$ cat src/rtl/ex_cond_stage_pkg.sv
// Shared constants for the EX condition/flag stage: ARM condition codes,
// NZCV bit positions and FlagWrite bit positions.
package ex_cond_stage_pkg;

  localparam logic [3:0] COND_EQ = 4'h0;
  localparam logic [3:0] COND_NE = 4'h1;
  localparam logic [3:0] COND_CS = 4'h2;
  localparam logic [3:0] COND_CC = 4'h3;
  localparam logic [3:0] COND_MI = 4'h4;
  localparam logic [3:0] COND_PL = 4'h5;
  localparam logic [3:0] COND_VS = 4'h6;
  localparam logic [3:0] COND_VC = 4'h7;
  localparam logic [3:0] COND_HI = 4'h8;
  localparam logic [3:0] COND_LS = 4'h9;
  localparam logic [3:0] COND_GE = 4'hA;
  localparam logic [3:0] COND_LT = 4'hB;
  localparam logic [3:0] COND_GT = 4'hC;
  localparam logic [3:0] COND_LE = 4'hD;
  localparam logic [3:0] COND_AL = 4'hE;

  localparam int FLAG_N = 3;
  localparam int FLAG_Z = 2;
  localparam int FLAG_C = 1;
  localparam int FLAG_V = 0;

  localparam int FW_NZ = 1;
  localparam int FW_CV = 0;

endpackage

$ cat src/rtl/ex_cond_stage_cond_check.sv
// Combinational ARM condition-field evaluator against the architectural NZCV.
module cond_check
  import ex_cond_stage_pkg::*;
(
  input  logic [3:0] Cond,
  input  logic [3:0] Flags,
  output logic       CondPass
);

  logic n, z, c, v;

  assign n = Flags[FLAG_N];
  assign z = Flags[FLAG_Z];
  assign c = Flags[FLAG_C];
  assign v = Flags[FLAG_V];

  always_comb begin
    CondPass = 1'b1;
    case (Cond)
      COND_EQ: CondPass = z;
      COND_NE: CondPass = ~z;
      COND_CS: CondPass = c;
      COND_CC: CondPass = ~c;
      COND_MI: CondPass = n;
      COND_PL: CondPass = ~n;
      COND_VS: CondPass = v;
      COND_VC: CondPass = ~v;
      COND_HI: CondPass = c & ~z;
      COND_LS: CondPass = ~c | z;
      COND_GE: CondPass = (n == v);
      COND_LT: CondPass = (n != v);
      COND_GT: CondPass = ~z & (n == v);
      COND_LE: CondPass = z | (n != v);
      // AL and the unused 4'hF encoding both execute unconditionally
      default: CondPass = 1'b1;
    endcase
  end

endmodule

$ cat src/rtl/ex_cond_stage.sv
// Execute-stage condition/flag unit with NZCV register and EX/MEM pipeline register.
// Optional EX_COND_STATS_EN adds executed/squashed instruction counters.
module ex_cond_stage
  import ex_cond_stage_pkg::*;
#(
  parameter int DW = 32,
  parameter int RW = 4
) (
  input  logic          clk,
  input  logic          reset,
  input  logic          ValidE,
  input  logic          StallE,
  input  logic          StallM,
  input  logic          FlushM,
  input  logic [3:0]    CondE,
  input  logic [3:0]    ALUFlags,
  input  logic [1:0]    FlagWriteE,
  input  logic          RegWriteE,
  input  logic          MemWriteE,
  input  logic          MemtoRegE,
  input  logic          PCSrcE,
  input  logic          BranchE,
  input  logic [DW-1:0] ALUResultE,
  input  logic [DW-1:0] WriteDataE,
  input  logic [RW-1:0] WA3E,
  output logic          CondExE,
  output logic          BranchTakenE,
  output logic [3:0]    FlagsQ,
  output logic          RegWriteM,
  output logic          MemWriteM,
  output logic          MemtoRegM,
  output logic          PCSrcM,
  output logic [DW-1:0] ALUResultM,
  output logic [DW-1:0] WriteDataM,
`ifdef EX_COND_STATS_EN
  output logic [31:0]   ExecCount,
  output logic [31:0]   SquashCount,
`endif
  output logic [RW-1:0] WA3M
);

  logic cond_pass;
  logic flag_en;

  cond_check u_cond_check (
    .Cond     (CondE),
    .Flags    (FlagsQ),
    .CondPass (cond_pass)
  );

  assign CondExE      = cond_pass & ValidE;
  assign BranchTakenE = CondExE & BranchE;
  // A stalled instruction is re-evaluated next cycle, so it must not touch flags yet
  assign flag_en      = CondExE & ~StallE;

  always_ff @(posedge clk or posedge reset) begin
    if (reset) begin
      FlagsQ <= 4'b0000;
    end else begin
      if (flag_en & FlagWriteE[FW_NZ]) begin
        FlagsQ[FLAG_N] <= ALUFlags[FLAG_N];
        FlagsQ[FLAG_Z] <= ALUFlags[FLAG_Z];
      end
      if (flag_en & FlagWriteE[FW_CV]) begin
        FlagsQ[FLAG_C] <= ALUFlags[FLAG_C];
        FlagsQ[FLAG_V] <= ALUFlags[FLAG_V];
      end
    end
  end

  // Flush beats stall; a failed condition still loads, but as a bubble with no write enables
  always_ff @(posedge clk or posedge reset) begin
    if (reset) begin
      RegWriteM  <= 1'b0;
      MemWriteM  <= 1'b0;
      MemtoRegM  <= 1'b0;
      PCSrcM     <= 1'b0;
      ALUResultM <= '0;
      WriteDataM <= '0;
      WA3M       <= '0;
    end else if (FlushM) begin
      RegWriteM  <= 1'b0;
      MemWriteM  <= 1'b0;
      MemtoRegM  <= 1'b0;
      PCSrcM     <= 1'b0;
      ALUResultM <= '0;
      WriteDataM <= '0;
      WA3M       <= '0;
    end else if (!StallM) begin
      RegWriteM  <= RegWriteE & CondExE;
      MemWriteM  <= MemWriteE & CondExE;
      MemtoRegM  <= MemtoRegE & ValidE;
      PCSrcM     <= PCSrcE & CondExE;
      ALUResultM <= ALUResultE;
      WriteDataM <= WriteDataE;
      WA3M       <= WA3E;
    end
  end

`ifdef EX_COND_STATS_EN
  always_ff @(posedge clk or posedge reset) begin
    if (reset) begin
      ExecCount   <= '0;
      SquashCount <= '0;
    end else if (ValidE & ~StallE) begin
      if (CondExE) ExecCount <= ExecCount + 32'd1;
      else         SquashCount <= SquashCount + 32'd1;
    end
  end
`endif

endmodule

$ cat config.mk
export PLATFORM = sky130hd
export DESIGN_NAME = ex_cond_stage
export DESIGN_NICKNAME = d
export VERILOG_FILES = /design/src/rtl/ex_cond_stage_pkg.sv /design/src/rtl/ex_cond_stage_cond_check.sv /design/src/rtl/ex_cond_stage.sv
export SDC_FILE = /design/constraint.sdc
export NUM_CORES = 1
export LEC_CHECK = 0
export BUFFER_PORTS_ARGS = -buffer_cell sky130_fd_sc_hd__buf_2
export CORE_ASPECT_RATIO = 1.4
export CORE_MARGIN = 2
export CORE_UTILIZATION = 39
export CTS_CLUSTER_SIZE = 30
export DETAILED_ROUTE_END_ITERATION = 7
export GPL_TIMING_DRIVEN = 0
export PLACE_DENSITY = 0.7
export SLEW_MARGIN = 10
export SYNTH_ARGS = -nofsm -noshare
export SYNTH_HDL_FRONTEND = slang
export SYNTH_HIERARCHICAL = 1
export SYNTH_SLANG_ARGS = --single-unit
$ cat constraint.sdc
create_clock -name clk -period 2.5 [get_ports clk]
set_input_delay 0.375 -clock clk [delete_from_list [all_inputs] [get_ports clk]]
set_output_delay 0.375 -clock clk [all_outputs]
set_load 0.03 [all_outputs]
; Word-level counts from Yosys, hierarchy flattened
; Index checks and enable logic that the tools add are counted.
[word_totals]
regBits = 76
latch_bits = 0
mem_bits_rw = 0
mem_bits_ro = 0
in_bits = 89
output_inout_bits = 78
word_cells = 59
memories = 0
[classes]
n_addsub = 0
multipliers = 0
n_div = 0
magnitude_cmp = 0
n_eq_ne = 16
shift = 0
mux = 15
n_bitwise = 18
reduce_logical = 1
[op_table]
columns = operator, count
row1 = $mux 32, 4
row2 = $eq 4x4->1 const B, 6
row3 = $eq 4x3->1 const B, 4
row4 = $pmux 1 s14, 1
row5 = $and 1x1->1, 11
row6 = $eq 4x2->1 const B, 2
row7 = $mux 1, 8
row8 = $mux 4, 2
row9 = $not 1->1, 5
row10 = $eq 4x1->1 const B, 1
row11 = $logic_not 4->1, 1
row12 = $ne 2x1->1 const B, 1
row13 = $or 1x1->1, 2
row14 = $eq 1x1->1, 1
row15 = $ne 1x1->1, 1

; Longest topological paths before layout
[depth]
word_depth = 7
ltp_mapped = 7
ltp_nobuf = 6

; Hierarchy
; Netlist, hierarchy kept.
[modules_own_cells]
columns = module, n_inst, cells_per_inst, area_per_inst_um2, seq_area_each_um2
row1 = ex_cond_stage, 1, 250, 3140.5, 1901.8
row2 = cond_check, 1, 23, 165.2, 0.0

; Worst setup path before layout
; Ideal clock, no wire load.
[synth_timing]
kind = reg-to-output
start = register FlagsQ[3]
end = output BranchTakenE
arrival_time_ns = 1.562
t_required_ns = 2.125
slack_ns = 0.563
stages_incl_launch_ff = 6
n_path_buf = 0
cell_sequence = dfrtp_1 -> xnor2_1 -> a22oi_2 -> xnor2_1 -> a211o_1 -> and3_1
[synth_between]
elab_chain_cells = 5
word_cells_on_any_way = 8
cone_classes = 2 x eq/ne / 1 x mux / 5 x bitwise
[synth_rtl]
columns = item, line
row1 = start: declaration, ex_cond_stage.sv:28  ; output logic [3:0] FlagsQ,
row2 = start signal: indexed assignment, ex_cond_stage.sv:61  ; FlagsQ[FLAG_N] <= ALUFlags[FLAG_N];
row3 = start signal: indexed assignment, ex_cond_stage.sv:62  ; FlagsQ[FLAG_Z] <= ALUFlags[FLAG_Z];
row4 = start signal: indexed assignment, ex_cond_stage.sv:65  ; FlagsQ[FLAG_C] <= ALUFlags[FLAG_C];
row5 = $ne 1x1->1 / $eq 1x1->1 (equally long branches), n/a
row6 = $or 1x1->1 / $and 1x1->1 (equally long branches), "ex_cond_stage_cond_check.sv:33, ex_cond_stage_cond_check.sv:32"
row7 = $pmux 1 s14 *, ex_cond_stage_cond_check.sv:19  ; case (Cond)
row8 = named net cond_pass, ex_cond_stage.sv:42  ; logic cond_pass;
row9 = $and 1x1->1 *, ex_cond_stage.sv:51  ; assign CondExE = cond_pass & ValidE;
row10 = $and 1x1->1 *, ex_cond_stage.sv:52  ; assign BranchTakenE = CondExE & BranchE;
row11 = end: declaration, ex_cond_stage.sv:27  ; output logic BranchTakenE,
; The timed path passes the listed nets; every way through them passes the cells marked *.

; Final worst setup path
; Same ends and word-level chain as after synthesis.

==> summary.md <==
| Metric | Value |
|---|---|
| Power Density | approximately 800 mW/mm^2 |
| Startpoint Class | flip-flop |
| Crit. End Element | output pin |
| Core box area | roughly 0.0082 mm^2 |
| Status | completed |
| IO Port Bufs | ~160 |
| I/O pin count | roughly 170 |
| Synth Net Count | around 360 |
| DRC violations left | 0 |
| Clock transition at the registers of the reported paths | around 60 ps |
| Avg WL per Cell | 14.2 um |
| Vias per cell | 4.75 |
| FF/Latch Area | about 0.0019 mm^2 |
| Fin. max-slew vios | 0 |
| Initial drt markers | 78 |
| Starting Density | 40.3% |
| Area taken by multi-input logic gates | 0.00124 mm^2 |
| Fmax | ~430 MHz |
| Max VDD drop | around 0.0004 V |
| Global-route wire length before repair | approximately 12,000 um |
| Post-synthesis register bit count | 76 |
| Fin crit period | ~2300 ps |
| Final WS setup | ~150 ps |
| Cell Area, Synth | roughly 0.0033 mm^2 |
| Async S/R FF share, synth | between 90% and 100% |
| Worst slack at placement | 439 ps |
| Power after layout | between 3000 and 4000 uW |
| Final period utilization | a little over nine tenths |
| Tot GR Track Use | 17.2% |
| H-tree level count | 3 |
| Yosys warnings | 6 |
| Hold Crit Class | primary input to asynchronous set/reset pin |
| Worst EP arrival | roughly 2000 ps |
| TritonCTS Buffers | 9 |
| Number of enable flip-flop cells after synthesis | 0 |
| Commonest cells after routing, fill and taps aside | buf_2, dfrtp_1, mux2i_1 |
| Final wirelength | about 8000 um |
| Sink Count | 76 |
| Full die area | about 0.0092 mm^2 |
| FILL cells | roughly 740 |
| TritonRoute pass-1 iters | 4 |
| Slew headroom | a little under three quarters |
| # diodes | 0 |
| Post-route ant nets | 0 |
| Setup TNS Final | 0 ps |
| Die Y | around 110 um |
| Hold-fix buffers at CTS | 0 |
| GRT overflow | 0 |
| Placement Cell Area | 0.00428 mm^2 |
| CTS resizes | 0 |
| Maximum number of pins on one net before global-route repair | 46 |
| Final nets | ~540 |
| Routability congestion estimate from global placement | roughly 0.7 |
| Required @ worst endpoint | 2120 ps |
| Share of post-route cells with drive strength above 1 | 43.7% |
| Max Buffers Root-to-Sink | 2 |
| # rows | 39 |
| CP Cell Sequence | a21o_2 > a21oi_1 > o32ai_1 > a211o_1 > and3_1 > buf_2 |
| RSZ-0062 raised after global routing | false |
| Max stage delay on crit path | 450 ps |
| Critical path class | flip-flop to output pin |
| Initial antenna violation count | 1 |
| Distinct cells, synth | 30 |
| Syn avg cell area | around 12 um^2 |
| Final hold violations | 0 |
| Syn-to-layout area delta | 39.7% |
| CP max-delay cell | dfrtp_1 |
| Register area share after synthesis | a little under three fifths |
| Clock latency on the worst-skew pair | approximately 320 ps |
| Least-Margin Pin Slew | between 400 and 500 ps |
| Post-synth top flop | dfrtp_1 |
| Count of final setup violators | 0 |
| Max cap viols | 0 |
| Synth Instances | 273 |
| Skew final | 1.30 ps |
| P_leak | 0.00262 uW |
| Die Width | approximately 82 um |
| Via count | 2,636 |
| TritonCTS clock tree | yes |
| Post-CTS setup buffers | 0 |
| Most common cell after layout, fill and taps aside | buf_2 |
| Post-DP HPWL | just under 6000 um |
| Crit path max fanout | 7 |
| Clk root buf | clkbuf_16 |
| Vias in the first global route | ~2,700 |
| Design area | 0.00462 mm^2 |
## per-stage QoR
stage | cells | utilization, % | hold WS [ps]
6_report | 555 | 56.3 | 54.3
5_1_grt | 555 | 56.3 | 83.3
4_1_cts | 555 | 56.3 | 59.9
3_5_place_dp | 539 | 52.2 | 418
3_3_place_gp | 538 | 51.8 | 498
2_1_floorplan | 273 | - | 525
## worst max-delay path, delay by kind of cell, from the launching register on
family,cells,cell delay [ps]
buffers and inverters,1,170
flip-flops,1,450
AND/OR/NAND/NOR,1,180
AO/OA/AOI/OAI,4,850
## synth_stat cells (2+ instances only)
library cell  instances  area, um^2
a21oi_1               6        30.0
buf_1                 2        7.51
buf_12                3        60.1
buf_4                 3        22.5
buf_8                 2        30.0
clkbuf_1              5        18.8
dfrtp_1              76        1900
inv_1                 2        7.51
mux2_2                4        45.0
mux2i_1              69         691
nand2_1               6        22.5
nand4b_1              5        43.8
nor2_1               68         255
nor2b_1               2        12.5
nor3b_1               2        15.0
xnor2_1               4        35.0
## state kept, by name, summed over array words and instances (netlist names)
| name | count |
|---|---|
| MemtoRegM | 1 |
| RegWriteM | 1 |
| ALUResultM | 32 |
| WA3M | 4 |
| FlagsQ | 4 |
| WriteDataM | 32 |
| PCSrcM | 1 |
| MemWriteM | 1 |
## metal layers
layer  vias up  part of all wire, %  GRT usage (%)  wire (um)
met4         2                  2.4           8.67        189
met5         -                 0.17              0         13
li1       1275                    -              -          -
met2       102                   50           28.8       3960
met1      1238                   40           20.4       3150
met3        19                  7.0           3.83        550
## cell type report
cell class / count / area share [%]
sequential: 76 / 41.2
buffer: 18 / 3.47
multi-input combinational: 177 / 26.8
tap: 102 / 2.76
timing repair buffer: 164 / 18.3
clock inverter: 7 / 2.49
inverter: 2 / 0.217
clock buffer: 9 / 4.88
## cells by family after synthesis
logic type             Yosys count  share of synthesized area (%)
AND/OR/NAND/NOR                 88                           11.6
flip-flops                      76                           57.5
multiplexers                    73                           22.3
buffers and inverters           20                           5.07
AO/OA/AOI/OAI                   12                           2.46
XOR/XNOR                         4                           1.06
## worst paths after layout
path                          startpoint        endpoint  slack [ps]  cells past startpoint
min                                reset  ALUResultM[21]          50                      2
max reg2reg                    FlagsQ[3]       FlagsQ[0]         550                      6
min in group clk             ALUFlags[3]       FlagsQ[3]         280                      2
min reg2reg                WriteDataM[8]   WriteDataM[8]         520                      2
max                            FlagsQ[3]    BranchTakenE         150                      6
max in group asynchronous          reset         WA3M[2]        1890                      3
## power breakdown
| part | switching (uW) | internal [uW] | leakage (uW) |
|---|---|---|---|
| sequential | 81.6 | 1330 | 0.00101 |
| clock | 488 | 970 | 0.000161 |
| combinational | 459 | 306 | 0.00145 |
| total | 1030 | 2600 | 0.00262 |
(Power assumes the default switching activity.)
